===== config.mk =====
export PLATFORM = sky130hd
export DESIGN_NAME = param_updown_counter_flat
export DESIGN_NICKNAME = d
export VERILOG_FILES = /design/src/rtl/param_updown_counter_if.sv /design/src/rtl/param_updown_counter.sv /design/src/flat_wrapper.sv
export SDC_FILE = /design/constraint.sdc
export NUM_CORES = 1
export LEC_CHECK = 0
export CAP_MARGIN = 20
export CORE_ASPECT_RATIO = 1.2
export CORE_MARGIN = 5
export CORE_UTILIZATION = 30
export CTS_BUF_LIST = sky130_fd_sc_hd__clkbuf_16
export DETAILED_ROUTE_END_ITERATION = 10
export DONT_BUFFER_PORTS = 1
export PLACE_DENSITY = 0.52
export SETUP_SLACK_MARGIN = 0.4
export SLEW_MARGIN = 0
export SYNTH_ARGS = -nofsm -noshare
export SYNTH_HDL_FRONTEND = slang
export SYNTH_SLANG_ARGS = --single-unit

===== constraint.sdc =====
create_clock -name clk -period 1.65 [get_ports clk]
set_input_delay 0.165 -clock clk [delete_from_list [all_inputs] [get_ports clk]]
set_output_delay 0.165 -clock clk [all_outputs]
set_load 0.05 [all_outputs]

===== src/rtl/param_updown_counter_if.sv =====
// Control/status bundle for param_updown_counter.
// The prescale signal exists only when COUNTER_PRESCALE_EN is defined.
interface param_updown_counter_if #(
    parameter int WIDTH      = 8,
    parameter int PRESCALE_W = 4
);
    logic                  enable;
    logic                  load;
    logic                  up_dn;
    logic [WIDTH-1:0]      data;
`ifdef COUNTER_PRESCALE_EN
    logic [PRESCALE_W-1:0] prescale;
`endif
    logic [WIDTH-1:0]      count;
    logic                  tc;
    logic                  at_max;
    logic                  at_min;

`ifdef COUNTER_PRESCALE_EN
    modport master (
        output enable, load, up_dn, data, prescale,
        input  count, tc, at_max, at_min
    );
    modport slave (
        input  enable, load, up_dn, data, prescale,
        output count, tc, at_max, at_min
    );
`else
    modport master (
        output enable, load, up_dn, data,
        input  count, tc, at_max, at_min
    );
    modport slave (
        input  enable, load, up_dn, data,
        output count, tc, at_max, at_min
    );
`endif
endinterface


===== src/rtl/param_updown_counter.sv =====
// Modulo-N up/down counter with wrap or saturate mode, load clamp and terminal-count pulse.
// Optional step prescaler compiled in with COUNTER_PRESCALE_EN.
module param_updown_counter #(
    parameter int WIDTH      = 8,
    parameter int MODULO     = 256,
    parameter bit SATURATE   = 1'b0,
    parameter int PRESCALE_W = 4
) (
    input  logic                       clk,
    input  logic                       reset,
    param_updown_counter_if.slave      bus
);
    if (WIDTH < 2 || MODULO < 2 || 64'(MODULO) > (64'd1 << WIDTH)) begin : g_bad_params
        $error("param_updown_counter: illegal WIDTH/MODULO combination");
    end

    localparam logic [WIDTH-1:0] MAX_VAL    = WIDTH'(MODULO - 1);
    localparam logic [WIDTH:0]   MODULO_EXT = (WIDTH+1)'(MODULO);

    logic [WIDTH-1:0] r_count;
    logic             r_tc;
    logic             w_step;
    logic [WIDTH-1:0] w_load_val;

    // Out-of-range load data clamps to the top of the range.
    assign w_load_val = ({1'b0, bus.data} < MODULO_EXT) ? bus.data : MAX_VAL;

`ifdef COUNTER_PRESCALE_EN
    logic [PRESCALE_W-1:0] r_prescaler;
    logic                  w_ps_hit;

    assign w_ps_hit = (r_prescaler == bus.prescale);
    assign w_step   = bus.enable && !bus.load && w_ps_hit;

    always_ff @(posedge clk) begin
        if (reset || bus.load) begin
            r_prescaler <= '0;
        end else if (bus.enable) begin
            r_prescaler <= w_ps_hit ? '0 : r_prescaler + 1'b1;
        end
    end
`else
    assign w_step = bus.enable && !bus.load;
`endif

    always_ff @(posedge clk) begin
        if (reset) begin
            r_count <= '0;
            r_tc    <= 1'b0;
        end else begin
            r_tc <= 1'b0;
            if (bus.load) begin
                r_count <= w_load_val;
            end else if (w_step) begin
                if (bus.up_dn) begin
                    if (r_count == MAX_VAL) begin
                        r_tc <= 1'b1;
                        if (!SATURATE) begin
                            r_count <= '0;
                        end
                    end else begin
                        r_count <= r_count + 1'b1;
                    end
                end else begin
                    if (r_count == '0) begin
                        r_tc <= 1'b1;
                        if (!SATURATE) begin
                            r_count <= MAX_VAL;
                        end
                    end else begin
                        r_count <= r_count - 1'b1;
                    end
                end
            end
        end
    end

    assign bus.count  = r_count;
    assign bus.tc     = r_tc;
    assign bus.at_max = (r_count == MAX_VAL);
    assign bus.at_min = (r_count == '0);
endmodule


===== src/flat_wrapper.sv =====
// flat-port wrapper written by rule: the top's interface ports become plain ports
module param_updown_counter_flat 
#(
    parameter int WIDTH      = 8,
    parameter int MODULO     = 256,
    parameter bit SATURATE   = 1'b0,
    parameter int PRESCALE_W = 4
)
  (clk, reset, bus_enable, bus_load, bus_up_dn, bus_data, bus_count, bus_tc, bus_at_max, bus_at_min);
  param_updown_counter_if #(.WIDTH(WIDTH), .PRESCALE_W(PRESCALE_W)) bus_i ();
  input  logic clk;
  input  logic reset;
  input wire logic [$bits(bus_i.enable)-1:0] bus_enable;
  input wire logic [$bits(bus_i.load)-1:0] bus_load;
  input wire logic [$bits(bus_i.up_dn)-1:0] bus_up_dn;
  input wire logic [$bits(bus_i.data)-1:0] bus_data;
  output wire logic [$bits(bus_i.count)-1:0] bus_count;
  output wire logic [$bits(bus_i.tc)-1:0] bus_tc;
  output wire logic [$bits(bus_i.at_max)-1:0] bus_at_max;
  output wire logic [$bits(bus_i.at_min)-1:0] bus_at_min;
  assign bus_i.enable = bus_enable;
  assign bus_i.load = bus_load;
  assign bus_i.up_dn = bus_up_dn;
  assign bus_i.data = bus_data;
  assign bus_count = bus_i.count;
  assign bus_tc = bus_i.tc;
  assign bus_at_max = bus_i.at_max;
  assign bus_at_min = bus_i.at_min;
  param_updown_counter #(.WIDTH(WIDTH), .MODULO(MODULO), .SATURATE(SATURATE), .PRESCALE_W(PRESCALE_W)) u_core (.clk(clk), .reset(reset), .bus(bus_i));
endmodule

Word level (Yosys, flattened, before mapping)

Cells that the tools add are included.
W data, S select, Z words.

Output and inout port bits: 11
Logic and storage cells: 19
Register bits after elaboration: 9

Equal/unequal tests: 1
Add/subtract/negate cells: 2
Mux-type cells: 8
Reductions and logical operators: 5
Bitwise logic cells: 1

Operators with widths:

| kind                  | number |
|---|---|
| $mux W8               | 5 |
| $add A8 B1 Y8 const B | 1 |
| $eq A8 B8 Y1 const B  | 1 |
| $logic_not A8 Y1      | 1 |
| $sub A8 B1 Y8 const B | 1 |
| $mux W1               | 3 |
| $reduce_or A3 Y1      | 1 |
| $reduce_bool A2 Y1    | 1 |
| $logic_and A1 B1 Y1   | 1 |
| $logic_not A1 Y1      | 1 |
| $not A1 Y1            | 1 |

Depth between registers and ports, before layout

Gate-level depths: netlist of the first run.

Word-level depth: 5
Gate-level depth with buffers: 7
Mapped depth without buffers: 7

Worst setup path before layout of the first run

Ideal clock, no wire load.

Kind: reg2reg
Start point: register u_core.r_count[0] (netlist: u_core.bus.count[0])
End point: register u_core.r_count[0] (netlist: u_core.bus.count[0])
Period minus slack after synthesis: 2417 ps
Cell stages (with the launch flop): 7
Arrival time: 2277 ps
Path slack: -767 ps
Cells stage by stage: dfxtp_1 -> ha_1 -> nand3_1 -> nor2_1 -> a21oi_1 -> nor3_1 -> a2111oi_0

Longest elaborated chain between the ends: 5
Elaborated cells on any way between the ends: 9
Classes of those cells: add/sub (2); eq/ne (1); mux (5); reduce/logical (1)

RTL lines:

| item                   | line                       | RTL |
|---|---|---|
| start, declared        | param_updown_counter.sv:20 | `logic [WIDTH-1:0] r_count;` |
| start signal, assigned | param_updown_counter.sv:53 | `r_count <= w_load_val;` |
| start signal, assigned | param_updown_counter.sv:62 | `r_count <= r_count + 1'b1;` |
| start signal, assigned | param_updown_counter.sv:71 | `r_count <= r_count - 1'b1;` |
| $eq A8 B8 Y1           | -                          |  |
| via bus_at_max         | flat_wrapper.sv:19         | `output wire logic [$bits(bus_i.at_max)-1:0] bus_at_max;` |
| $mux W8                | param_updown_counter.sv:56 | `if (r_count == MAX_VAL) begin` |
| $mux W8                | param_updown_counter.sv:55 | `if (bus.up_dn) begin` |
| $mux W8                | param_updown_counter.sv:54 | `end else if (w_step) begin` |
| $mux W8                | param_updown_counter.sv:52 | `if (bus.load) begin` |

The timed path passes the listed nets, and every way through them passes these cells. The select of a mux whose other input is x is not followed.
A chain may end at the register's enable or synchronous reset.

Worst setup path after layout of the first run

Start point: register u_core.r_count[1] (netlist: u_core.bus.count[1])
End point: output bus_at_min

Longest elaborated chain between the ends: 1

RTL lines:

| item             | line                       | RTL |
|---|---|---|
| $logic_not A8 Y1 | param_updown_counter.sv:81 | `assign bus.at_min = (r_count == '0);` |
| end, declared    | flat_wrapper.sv:20         | `output wire logic [$bits(bus_i.at_min)-1:0] bus_at_min;` |

No other way between the ends.

==> flow_results.xml, run 1 <==
<?xml version="1.0" encoding="UTF-8"?>
<metrics>
  <group name="outcome">
    <metric name="outcome" unit="">finished, violations left</metric>
    <metric name="failing_checks" unit="">negative setup slack</metric>
  </group>
  <group name="critical_path">
    <metric name="setup.worst_path.end_class" unit="">primary output</metric>
    <metric name="critPathKind" unit="">reg -&gt; out</metric>
    <metric name="endpoint_required_time_on_the_critical_path" unit="ps">1480</metric>
    <metric name="worst_path_cell_trace" unit="">inv_4, ha_4, or4b_4, buf_6, nor2_4, buf_12</metric>
    <metric name="timing.critical_path.from_type" unit="">flip-flop</metric>
    <metric name="cp.arrival" unit="ps">1640</metric>
    <metric name="worst_path_max_delay_cell" unit="">sky130_fd_sc_hd__or4b_4</metric>
    <metric name="timing.critical_path.fanout_max" unit="">3</metric>
    <metric name="critical_path.max_stage_delay" unit="ps">490</metric>
  </group>
  <group name="sta">
    <metric name="slew_viol_final" unit="">0</metric>
    <metric name="tightest_slew" unit="ps">477</metric>
    <metric name="timing.final.ws_setup" unit="ps">-151</metric>
    <metric name="timing.clock.skew" unit="ps">1.45</metric>
    <metric name="grt_setup_unrepaired" unit="">true</metric>
    <metric name="fmax" unit="GHz">0.555</metric>
    <metric name="finalSetupViolCount" unit="">7</metric>
    <metric name="timing.final.crit_share" unit="%">109</metric>
    <metric name="finalWorstPathRequiredPeriod" unit="ps">1800</metric>
    <metric name="max-slew-margin-rel" unit="%">68.2</metric>
    <metric name="finalHoldViolations" unit="">0</metric>
  </group>
  <group name="cells_and_area">
    <metric name="total_area_of_sequential_cells" unit="um2">200</metric>
    <metric name="nets" unit="">149</metric>
    <metric name="share_of_post_route_cells_with_drive_strength_above_1" unit="%">46.2</metric>
    <metric name="insertedDiodeCount" unit="">0</metric>
    <metric name="layout_overhead_on_the_synthesized_area" unit="%">60.3</metric>
    <metric name="fin_cells" unit="">165</metric>
    <metric name="fillerInstances" unit="">250</metric>
    <metric name="multi_input_area" unit="um2">677</metric>
  </group>
  <group name="logic_synthesis">
    <metric name="asyncSetResetFlopFracSynth" unit="%">0</metric>
    <metric name="post_synth_instance_area" unit="um2">798</metric>
    <metric name="simple_gate_fraction_of_synth_area" unit="%">31.2</metric>
    <metric name="synth_edf_count" unit="">0</metric>
    <metric name="netlist-cell-type-count" unit="">38</metric>
    <metric name="post_synth_inst_count" unit="">109</metric>
    <metric name="postSynth.topFlopCell" unit="">sky130_fd_sc_hd__dfxtp_1</metric>
    <metric name="synth_adder_area_share" unit="%">4.70</metric>
    <metric name="yosys.area_share.xor_xnor" unit="%">4.39</metric>
    <metric name="syn-mean-instance-area" unit="um2">7.32</metric>
    <metric name="synth_compound_area_share" unit="%">25.9</metric>
    <metric name="synthesis.nets" unit="">125</metric>
    <metric name="post_synth_mux_area_share" unit="%">2.51</metric>
    <metric name="seq_area_frac_synth" unit="%">22.6</metric>
    <metric name="yosys_register_bits" unit="">9</metric>
    <metric name="yosysWarningCount" unit="">0</metric>
    <metric name="main_combinational_cell_family_by_area_after_synthesis" unit="">simple AND/OR/NAND/NOR gates</metric>
  </group>
  <group name="route">
    <metric name="wl" unit="um">3090</metric>
    <metric name="drtPass1Iterations" unit="">4</metric>
    <metric name="drcViolationCount" unit="">0</metric>
    <metric name="post_drt_via_cell_ratio" unit="">5.70</metric>
    <metric name="drt_iter0_drc" unit="">25</metric>
    <metric name="via_count" unit="">940</metric>
    <metric name="antenna_left" unit="">0</metric>
    <metric name="wl_cell" unit="um">18.7</metric>
  </group>
  <group name="placement">
    <metric name="port-buffer-count" unit="">0</metric>
    <metric name="place_inst" unit="">158</metric>
    <metric name="hpwlAfterDp" unit="um">2120</metric>
    <metric name="place.gp.congestion" unit="">0.957</metric>
  </group>
  <group name="floorplan">
    <metric name="start_util" unit="%">31.3</metric>
    <metric name="core-area" unit="mm2">0.00255</metric>
    <metric name="floorplan.die.width" unit="um">57.1</metric>
    <metric name="floorplan.rows" unit="">20</metric>
    <metric name="die_height" unit="um">66.5</metric>
    <metric name="design.die.area" unit="mm2">0.00380</metric>
    <metric name="num_io_pins" unit="">24</metric>
  </group>
  <group name="global_routing">
    <metric name="grt_antenna_before_repair" unit="">0</metric>
    <metric name="global_route.usage.total" unit="%">16.9</metric>
    <metric name="grt_pass1_vias" unit="">997</metric>
    <metric name="grt_start_max_net_pins" unit="">18</metric>
    <metric name="grt_first_pass_wirelength" unit="um">4820</metric>
    <metric name="grt_overflow_total" unit="">0</metric>
  </group>
  <group name="clock_tree">
    <metric name="cts_tree" unit="">yes</metric>
    <metric name="cts.root.buffer_cell" unit="">sky130_fd_sc_hd__clkbuf_16</metric>
    <metric name="cts.clk_slew.worst_paths" unit="ps">40</metric>
    <metric name="cts-htree-levels" unit="">1</metric>
    <metric name="cts-buffers-inserted" unit="">3</metric>
    <metric name="clk_latency_worst_skew_pair" unit="ps">240</metric>
    <metric name="clock_path_buffers" unit="">2</metric>
    <metric name="clkSinkCount" unit="">9</metric>
  </group>
  <group name="power">
    <metric name="leakagePower" unit="nW">0.475</metric>
    <metric name="power_density_normalized_to_cell_area" unit="mW/mm2">890</metric>
    <metric name="fin_total_pwr" unit="mW">1.14</metric>
    <metric name="power.ir.vdd_worst" unit="mV">0.403</metric>
  </group>
  <group name="hold_path">
    <metric name="hold_class" unit="">in -&gt; reg</metric>
  </group>
  <group name="job">
    <metric name="maxCapViolations" unit="">0</metric>
  </group>
</metrics>
worst max-delay path, delay by kind of cell (launching register included):
family / cells / cell delay (ps)
buffers and inverters: 3 / 340
adder cells (fa/ha/maj): 1 / 110
flip-flops: 1 / 350
AND/OR/NAND/NOR: 2 / 580
where the power goes:
| group | internal (mW) | switching, mW | leakage [nW] |
|---|---|---|---|
| sequential | 0.236 | 0.0162 | 0.0782 |
| combinational | 0.199 | 0.242 | 0.354 |
| clock | 0.319 | 0.128 | 0.0423 |
cell type report:
| type | count | area share, % |
|---|---|---|
| well taps | 33 | 3.23 |
| inverters | 5 | 1.86 |
| clock buffers | 3 | 5.87 |
| multi-input cells | 86 | 52.9 |
| clock inverters | 1 | 0.293 |
| flip-flops and latches | 9 | 15.6 |
| repair buffers | 28 | 20.2 |
cell usage in the layout (no fill, tap or decap), types with 2 or more instances in the layout:
master,instances
sky130_fd_sc_hd__o21ai_0,3
sky130_fd_sc_hd__nand3_1,4
sky130_fd_sc_hd__xor2_1,2
sky130_fd_sc_hd__dfxtp_4,4
sky130_fd_sc_hd__nor3_4,2
sky130_fd_sc_hd__o22ai_1,3
sky130_fd_sc_hd__nor3b_1,3
sky130_fd_sc_hd__buf_4,19
sky130_fd_sc_hd__inv_4,2
sky130_fd_sc_hd__nand2b_1,2
sky130_fd_sc_hd__buf_6,5
sky130_fd_sc_hd__clkbuf_16,3
sky130_fd_sc_hd__dfxtp_2,4
sky130_fd_sc_hd__nor2_1,10
sky130_fd_sc_hd__or3_1,2
sky130_fd_sc_hd__ha_4,2
sky130_fd_sc_hd__nand2_1,7
sky130_fd_sc_hd__nand4_1,2
sky130_fd_sc_hd__mux2i_1,2
sky130_fd_sc_hd__nor3_1,4
sky130_fd_sc_hd__inv_1,4
sky130_fd_sc_hd__a21oi_1,7
sky130_fd_sc_hd__or4_1,2
sky130_fd_sc_hd__buf_8,2
sky130_fd_sc_hd__nor2_4,2
flip-flops by register name, summed over array words and instances (netlist names):
register          count
u_core.bus.count      8
u_core.bus.tc         1
path summary, 6_finish.rpt:
| check | slack, ps | from | to | cells past startpoint |
|---|---|---|---|---|
| setup / recovery | -150 | u_core.bus.count[1]$_SDFFE_PP0P_ | bus_at_min | 6 |
| hold / removal | 3 | reset | u_core.bus.count[7]$_SDFFE_PP0P_ | 1 |
| setup reg to reg | -130 | u_core.bus.count[0]$_SDFFE_PP0P_ | u_core.bus.count[6]$_SDFFE_PP0P_ | 8 |
| hold reg to reg | 760 | u_core.bus.count[6]$_SDFFE_PP0P_ | u_core.bus.count[6]$_SDFFE_PP0P_ | 2 |
through the flow:
step / setup WS (ps) / utilization, % / hold slack (ps) / setup TNS [ps] / instance area [um2]
3_3_place_gp: -115 / 40.8 / 234 / -283 / 1040
5_1_grt: -188 / 50.1 / 6.75 / -1000 / 1280
3_5_place_dp: -108 / 40.8 / 234 / -341 / 1040
4_1_cts: -148 / 46.6 / 3.31 / -614 / 1190
2_1_floorplan: -163 / - / 306 / -473 / 857
6_report: -151 / 50.1 / 3.43 / -570 / 1280
per-layer routing:
layer | track usage, % | up-vias | routed length, um
met3 | 3.49 | 14 | 153
met5 | 0 | - | 0
met2 | 29.6 | 34 | 1570
met1 | 18.1 | 445 | 1220
li1 | - | 447 | -
met4 | 11.3 | 0 | 148
cells in the mapped netlist (2+ instances only):
cell,instances,area [um2]
sky130_fd_sc_hd__nand3_1,4,20.0
sky130_fd_sc_hd__dfxtp_1,9,180
sky130_fd_sc_hd__xor2_1,2,17.5
sky130_fd_sc_hd__o22ai_1,3,18.8
sky130_fd_sc_hd__xnor2_1,2,17.5
sky130_fd_sc_hd__mux2i_1,2,20.0
sky130_fd_sc_hd__ha_1,3,37.5
sky130_fd_sc_hd__or4_1,2,15.0
sky130_fd_sc_hd__nand4_1,2,12.5
sky130_fd_sc_hd__a21oi_1,8,40.0
sky130_fd_sc_hd__o41ai_1,2,17.5
sky130_fd_sc_hd__buf_6,2,22.5
sky130_fd_sc_hd__inv_1,5,18.8
sky130_fd_sc_hd__nand2b_1,2,12.5
sky130_fd_sc_hd__o31ai_1,2,15.0
sky130_fd_sc_hd__nor3_1,7,35.0
sky130_fd_sc_hd__or3_1,3,18.8
sky130_fd_sc_hd__buf_2,2,10.0
sky130_fd_sc_hd__nand2_1,7,26.3
sky130_fd_sc_hd__nor2_1,13,48.8
sky130_fd_sc_hd__nor3b_1,3,22.5
sky130_fd_sc_hd__clkbuf_1,4,15.0
sky130_fd_sc_hd__o21ai_0,5,25.0
kinds of logic (layout without fill, tap and decap cells):
kind of cell,Yosys count,count (layout)
multiplexers,2,2
XOR/XNOR,4,4
buffers and inverters,14,37
AO/OA/AOI/OAI,30,30
adder cells (fa/ha/maj),3,3
AND/OR/NAND/NOR,47,47
flip-flops,9,9
what timing repair did:
item / CTS / global route
hold buffers: 1 / 0
pin swaps: 5 / 7
buffers inserted: 2 / 0
gates resized for setup: 10 / 21
endpoints found under the setup margin: 10 / 11
hold endpoints to repair: 4 / 0
Power figures use the tool's default switching activity.
==> run 2, diff against run 1 <==
Settings changed: RECOVER_POWER from default to 50.
==> flow_results.xml, run 2 (synthesis results as in run 1) <==
<?xml version="1.0" encoding="UTF-8"?>
<metrics>
  <group name="outcome">
    <metric name="outcome" unit="">finished, violations left</metric>
    <metric name="failing_checks" unit="">negative setup slack</metric>
  </group>
  <group name="sta">
    <metric name="grt_setup_unrepaired" unit="">true</metric>
    <metric name="tightest_slew" unit="ps">604</metric>
    <metric name="slew_viol_final" unit="">0</metric>
    <metric name="timing.final.crit_share" unit="%">109</metric>
    <metric name="finalSetupViolCount" unit="">7</metric>
    <metric name="finalWorstPathRequiredPeriod" unit="ps">1790</metric>
    <metric name="timing.clock.skew" unit="ps">0.486</metric>
    <metric name="timing.hold.ws" unit="ps">5.46</metric>
    <metric name="fmax" unit="GHz">0.557</metric>
    <metric name="finalHoldViolations" unit="">0</metric>
    <metric name="timing.final.ws_setup" unit="ps">-145</metric>
    <metric name="final_layout_setup_total_negative_slack" unit="ps">-683</metric>
    <metric name="max-slew-margin-rel" unit="%">59.9</metric>
  </group>
  <group name="cells_and_area">
    <metric name="share_of_post_route_cells_with_drive_strength_above_1" unit="%">45.5</metric>
    <metric name="flip_flop_count_of_the_largest_register_after_layout" unit="">8</metric>
    <metric name="fillerInstances" unit="">250</metric>
    <metric name="insertedDiodeCount" unit="">0</metric>
    <metric name="nets" unit="">149</metric>
    <metric name="layout.cell_area.non_filler" unit="mm2">0.00127</metric>
    <metric name="layout_overhead_on_the_synthesized_area" unit="%">59.2</metric>
    <metric name="layout.cells.most_common" unit="">sky130_fd_sc_hd__buf_4</metric>
    <metric name="leading_cell_types_in_the_layout_fill_and_taps_excluded" unit="">16 x sky130_fd_sc_hd__buf_4, 10 x sky130_fd_sc_hd__nor2_1, 7 x sky130_fd_sc_hd__a21oi_1, 7 x sky130_fd_sc_hd__nand2_1, 5 x sky130_fd_sc_hd__buf_6</metric>
  </group>
  <group name="global_routing">
    <metric name="grt_start_max_net_pins" unit="">18</metric>
    <metric name="grt_overflow_total" unit="">0</metric>
    <metric name="global_route.usage.total" unit="%">16.9</metric>
    <metric name="grt_pass1_vias" unit="">997</metric>
    <metric name="grt_first_pass_wirelength" unit="um">4820</metric>
    <metric name="grt_antenna_before_repair" unit="">0</metric>
  </group>
  <group name="critical_path">
    <metric name="timing.critical_path.fanout_max" unit="">3</metric>
    <metric name="setup.worst_path.end_class" unit="">primary output</metric>
    <metric name="cp_num_buf_inv" unit="">3</metric>
    <metric name="worst_path_max_delay_cell" unit="">sky130_fd_sc_hd__or4b_4</metric>
    <metric name="worst_path_cell_trace" unit="">inv_4, ha_4, or4b_4, buf_6, nor2_4, buf_12</metric>
    <metric name="cp_top_family" unit="">simple AND/OR/NAND/NOR gates</metric>
    <metric name="cp.arrival" unit="ps">1630</metric>
    <metric name="timing.critical_path.from_type" unit="">flip-flop</metric>
    <metric name="critical_path.max_stage_delay" unit="ps">490</metric>
    <metric name="critPathKind" unit="">reg -&gt; out</metric>
    <metric name="endpoint_required_time_on_the_critical_path" unit="ps">1480</metric>
  </group>
  <group name="route">
    <metric name="drtPass1Iterations" unit="">4</metric>
    <metric name="antenna_left" unit="">0</metric>
    <metric name="wl" unit="um">3100</metric>
    <metric name="post_drt_via_cell_ratio" unit="">5.70</metric>
    <metric name="drcViolationCount" unit="">0</metric>
    <metric name="via_count" unit="">941</metric>
    <metric name="drt_iter0_drc" unit="">26</metric>
    <metric name="wl_cell" unit="um">18.8</metric>
  </group>
  <group name="floorplan">
    <metric name="die_height" unit="um">66.5</metric>
    <metric name="num_io_pins" unit="">24</metric>
    <metric name="design.die.area" unit="mm2">0.00380</metric>
    <metric name="floorplan.die.width" unit="um">57.1</metric>
    <metric name="core-area" unit="mm2">0.00255</metric>
    <metric name="start_util" unit="%">31.3</metric>
    <metric name="floorplan.rows" unit="">20</metric>
  </group>
  <group name="clock_tree">
    <metric name="clk_latency_worst_skew_pair" unit="ps">240</metric>
    <metric name="clkSinkCount" unit="">9</metric>
    <metric name="cts.clk_slew.worst_paths" unit="ps">40</metric>
    <metric name="clock_path_buffers" unit="">2</metric>
    <metric name="cts-buffers-inserted" unit="">3</metric>
    <metric name="cts.root.buffer_cell" unit="">sky130_fd_sc_hd__clkbuf_16</metric>
    <metric name="cts_tree" unit="">yes</metric>
    <metric name="cts-htree-levels" unit="">1</metric>
  </group>
  <group name="power">
    <metric name="power.ir.vdd_worst" unit="mV">0.399</metric>
    <metric name="power_density_normalized_to_cell_area" unit="mW/mm2">892</metric>
    <metric name="leakagePower" unit="nW">0.469</metric>
    <metric name="fin_total_pwr" unit="mW">1.13</metric>
  </group>
  <group name="hold_path">
    <metric name="hold_class" unit="">in -&gt; reg</metric>
  </group>
  <group name="placement">
    <metric name="hpwlAfterDp" unit="um">2120</metric>
    <metric name="dpl_cell_area" unit="mm2">0.00104</metric>
    <metric name="port-buffer-count" unit="">0</metric>
    <metric name="dp_slack" unit="ps">-108</metric>
    <metric name="place.gp.congestion" unit="">0.957</metric>
  </group>
  <group name="job">
    <metric name="maxCapViolations" unit="">0</metric>
  </group>
</metrics>
run 2: cell types whose count changed in the layout (fill, tap and decap cells not counted), sizes merged:
cell | previous run | this run
buf | 27 | 24
clkbuf | 3 | 6
run 2: report_power, final:
part / switching, mW / total [mW] / internal, mW / leakage, nW
sequential: 0.0160 / 0.252 / 0.236 / 0.0782
combinational: 0.242 / 0.436 / 0.195 / 0.349
clock: 0.127 / 0.445 / 0.319 / 0.0423
run 2: path summary, 6_finish.rpt:
path                            cells past startpoint                             start                               end  slack [ps]
worst max register to register                      8  u_core.bus.count[0]$_SDFFE_PP0P_  u_core.bus.count[6]$_SDFFE_PP0P_        -140
worst min register to register                      4  u_core.bus.count[4]$_SDFFE_PP0P_  u_core.bus.count[4]$_SDFFE_PP0P_         790
worst min-delay path                                1                             reset  u_core.bus.count[7]$_SDFFE_PP0P_           5
worst max-delay path                                6  u_core.bus.count[1]$_SDFFE_PP0P_                        bus_at_min        -140
run 2: timing repair:
item,CTS,global route
resized for setup,10,21
buffers inserted,2,0
endpoints found under the setup margin,10,11
hold buffers,1,0
hold endpoints to repair,4,0
pin swaps,5,7
run 2: layout make-up:
cell class                 instances  area [um2]  share of cell area, %
clock buffer                       3        75.1                   5.91
clock inverter                     1        3.75                  0.295
inverter                           5        23.8                   1.87
multi-input combinational         86         677                   53.2
sequential                         9         200                   15.7
tap                               33        41.3                   3.25
timing repair buffer              28         250                   19.7
run 2: per-layer routing:
layer / vias to the layer above / global-route usage, % / wire length (um)
met2: 30 / 29.6 / 1590
met3: 11 / 3.49 / 150
met4: 0 / 11.3 / 130
met1: 450 / 18.1 / 1220
li1: 450 / - / -
met5: - / 0 / 0
run 2: metrics by stage:
stage          utilization [%]  cells
2_1_floorplan                -    109
3_3_place_gp              40.8    158
3_5_place_dp              40.8    158
4_1_cts                   46.6    165
5_1_grt                   49.8    165
6_report                  49.8    165
==> run 3, diff against run 2 <==
Settings changed: PLACE_DENSITY 0.52 to 0.51.
Clock period 1.65 ns to 1.8 ns, I/O delays scaled along.
==> flow_results.xml, run 3 (synthesis results as in run 1) <==
<?xml version="1.0" encoding="UTF-8"?>
<metrics>
  <group name="global_routing">
    <metric name="grt_first_pass_wirelength" unit="um">4470</metric>
    <metric name="grt_antenna_before_repair" unit="">0</metric>
    <metric name="grt_overflow_total" unit="">0</metric>
    <metric name="grt_start_max_net_pins" unit="">18</metric>
    <metric name="grt_pass1_vias" unit="">910</metric>
    <metric name="global_route.usage.total" unit="%">15.4</metric>
  </group>
  <group name="clock_tree">
    <metric name="cts-buffers-inserted" unit="">3</metric>
    <metric name="cts.clk_slew.worst_paths" unit="ps">40</metric>
    <metric name="cts-htree-levels" unit="">1</metric>
    <metric name="cts.root.buffer_cell" unit="">sky130_fd_sc_hd__clkbuf_16</metric>
    <metric name="clock_path_buffers" unit="">2</metric>
    <metric name="cts_tree" unit="">yes</metric>
    <metric name="clkSinkCount" unit="">9</metric>
    <metric name="clk_latency_worst_skew_pair" unit="ps">240</metric>
  </group>
  <group name="route">
    <metric name="wl" unit="um">2750</metric>
    <metric name="drt_iter0_drc" unit="">14</metric>
    <metric name="drtPass1Iterations" unit="">4</metric>
    <metric name="wl_cell" unit="um">17.3</metric>
    <metric name="antenna_left" unit="">0</metric>
    <metric name="drcViolationCount" unit="">0</metric>
    <metric name="post_drt_via_cell_ratio" unit="">5.77</metric>
    <metric name="via_count" unit="">918</metric>
  </group>
  <group name="cells_and_area">
    <metric name="leading_cell_types_in_the_layout_fill_and_taps_excluded" unit="">14 x sky130_fd_sc_hd__buf_4, 11 x sky130_fd_sc_hd__nor2_1, 8 x sky130_fd_sc_hd__a21oi_1</metric>
    <metric name="share_of_post_route_cells_with_drive_strength_above_1" unit="%">42.1</metric>
    <metric name="flip_flop_count_of_the_largest_register_after_layout" unit="">8</metric>
    <metric name="fin_cells" unit="">159</metric>
    <metric name="insertedDiodeCount" unit="">0</metric>
    <metric name="nets" unit="">143</metric>
    <metric name="fin_util" unit="%">47.4</metric>
    <metric name="fillerInstances" unit="">259</metric>
    <metric name="total_area_of_sequential_cells" unit="um2">200</metric>
    <metric name="multi_input_area" unit="um2">652</metric>
    <metric name="layout.cell_area.non_filler" unit="mm2">0.00121</metric>
    <metric name="layout.cells.most_common" unit="">sky130_fd_sc_hd__buf_4</metric>
    <metric name="layout_overhead_on_the_synthesized_area" unit="%">51.4</metric>
  </group>
  <group name="critical_path">
    <metric name="worst_path_max_delay_cell" unit="">sky130_fd_sc_hd__or4b_4</metric>
    <metric name="cp_num_buf_inv" unit="">2</metric>
    <metric name="timing.critical_path.from_type" unit="">flip-flop</metric>
    <metric name="endpoint_required_time_on_the_critical_path" unit="ps">1620</metric>
    <metric name="r2r-start" unit="">u_core.bus.count[0]$_SDFFE_PP0P_</metric>
    <metric name="critical_path.max_stage_delay" unit="ps">520</metric>
    <metric name="worst_path_cell_trace" unit="">inv_4, ha_4, or4b_4, nor2_2, buf_12</metric>
    <metric name="timing.critical_path.fanout_max" unit="">5</metric>
    <metric name="cp_top_family" unit="">simple AND/OR/NAND/NOR gates</metric>
    <metric name="setup.worst_path.end_class" unit="">primary output</metric>
    <metric name="cp.arrival" unit="ps">1640</metric>
    <metric name="cp-startpoint" unit="">u_core.bus.count[0]$_SDFFE_PP0P_</metric>
    <metric name="critPathKind" unit="">reg -&gt; out</metric>
  </group>
  <group name="power">
    <metric name="leakagePower" unit="nW">0.425</metric>
    <metric name="power.ir.vdd_worst" unit="mV">0.861</metric>
    <metric name="power_density_normalized_to_cell_area" unit="mW/mm2">812</metric>
  </group>
  <group name="job">
    <metric name="maxCapViolations" unit="">0</metric>
  </group>
  <group name="sta">
    <metric name="finalSetupViolCount" unit="">1</metric>
    <metric name="grt_setup_unrepaired" unit="">true</metric>
    <metric name="timing.final.crit_share" unit="%">101</metric>
    <metric name="tightest_slew" unit="ps">614</metric>
    <metric name="timing.clock.skew" unit="ps">6.10</metric>
    <metric name="fmax" unit="GHz">0.550</metric>
    <metric name="timing.final.ws_setup" unit="ps">-17.5</metric>
    <metric name="finalWorstPathRequiredPeriod" unit="ps">1820</metric>
    <metric name="max-slew-margin-rel" unit="%">59.0</metric>
    <metric name="finalHoldViolations" unit="">0</metric>
    <metric name="slew_viol_final" unit="">0</metric>
    <metric name="final_layout_setup_total_negative_slack" unit="ps">-17.5</metric>
  </group>
  <group name="floorplan">
    <metric name="design.die.area" unit="mm2">0.00380</metric>
    <metric name="num_io_pins" unit="">24</metric>
    <metric name="floorplan.rows" unit="">20</metric>
    <metric name="core-area" unit="mm2">0.00255</metric>
    <metric name="floorplan.die.width" unit="um">57.1</metric>
    <metric name="die_height" unit="um">66.5</metric>
    <metric name="start_util" unit="%">31.3</metric>
  </group>
  <group name="outcome">
    <metric name="failing_checks" unit="">negative setup slack</metric>
    <metric name="outcome" unit="">finished, violations left</metric>
  </group>
  <group name="placement">
    <metric name="dpl_cell_area" unit="um2">928</metric>
    <metric name="place_inst" unit="">145</metric>
    <metric name="hpwlAfterDp" unit="um">1930</metric>
    <metric name="port-buffer-count" unit="">0</metric>
    <metric name="place.gp.congestion" unit="">0.854</metric>
  </group>
  <group name="hold_path">
    <metric name="hold_class" unit="">in -&gt; reg</metric>
    <metric name="worstHoldStart" unit="">reset</metric>
  </group>
</metrics>
## run 3: cell types whose count changed in the layout (fill, tap and decap cells not counted), moves of 2 or more
cell,change
sky130_fd_sc_hd__nor3_4,-2
sky130_fd_sc_hd__buf_12,+2
sky130_fd_sc_hd__buf_8,-2
sky130_fd_sc_hd__buf_4,-2
sky130_fd_sc_hd__buf_6,-2
sky130_fd_sc_hd__clkbuf_2,-2
## run 3: cell type report
type                       count  area share [%]
multi-input combinational     86            53.9
timing repair buffer          22            17.6
sequential                     9            16.6
clock buffer                   3            6.21
tap                           33            3.42
inverter                       5            1.97
clock inverter                 1           0.311
## run 3: path summary, 6_finish.rpt
kind	endpoint	slack [ps]	depth (start not counted)
worst max-delay path	bus_at_min	-20	5
worst min-delay path	u_core.bus.count[4]$_SDFFE_PP0P_	5	1
worst max register to register	u_core.bus.count[7]$_SDFFE_PP0P_	20	7
worst min register to register	u_core.bus.count[5]$_SDFFE_PP0P_	700	3
## run 3: power by group
group | leakage, nW | switching (mW) | internal, mW
Clock | 0.0423 | 0.100 | 0.291
Sequential | 0.0782 | 0.0169 | 0.216
Combinational | 0.304 | 0.199 | 0.159
Total | 0.425 | 0.316 | 0.666
## run 3: timing repair
action / CTS / global route
gates resized for setup: 21 / 9
pin swaps: 8 / 5
hold buffers: 0 / 1
endpoints found under the setup margin: 10 / 10
buffers inserted: 8 / 1
hold endpoints to repair: 0 / 1
## run 3: metal layers
metal  vias up  wire, um  track usage, %
met5         -         0               0
met4         0        95            6.38
met3         8       163            4.65
met2        32      1430            26.7
met1       438      1060            17.4
li1        440         -               -
## run 3: through the flow
step / power, mW / hold WS [ps] / worst slack (ps)
5_1_grt: 1.03 / 7.77 / -67.6
2_1_floorplan: 0.467 / 321 / -18.0
3_3_place_gp: 0.517 / 246 / -20.3
4_1_cts: 0.966 / 0.491 / -36.1
3_5_place_dp: 0.519 / 246 / -45.7
6_report: 0.982 / 4.76 / -17.5
## run 3: worst reg2reg max path: stages (launching register included)
cell and delay [ps]:
sky130_fd_sc_hd__dfxtp_4 340, sky130_fd_sc_hd__inv_4 60, sky130_fd_sc_hd__ha_4 140, sky130_fd_sc_hd__or4b_4 520
sky130_fd_sc_hd__and2_4 180, sky130_fd_sc_hd__o41ai_2 190, sky130_fd_sc_hd__nor2_1 90, sky130_fd_sc_hd__o32ai_2 180
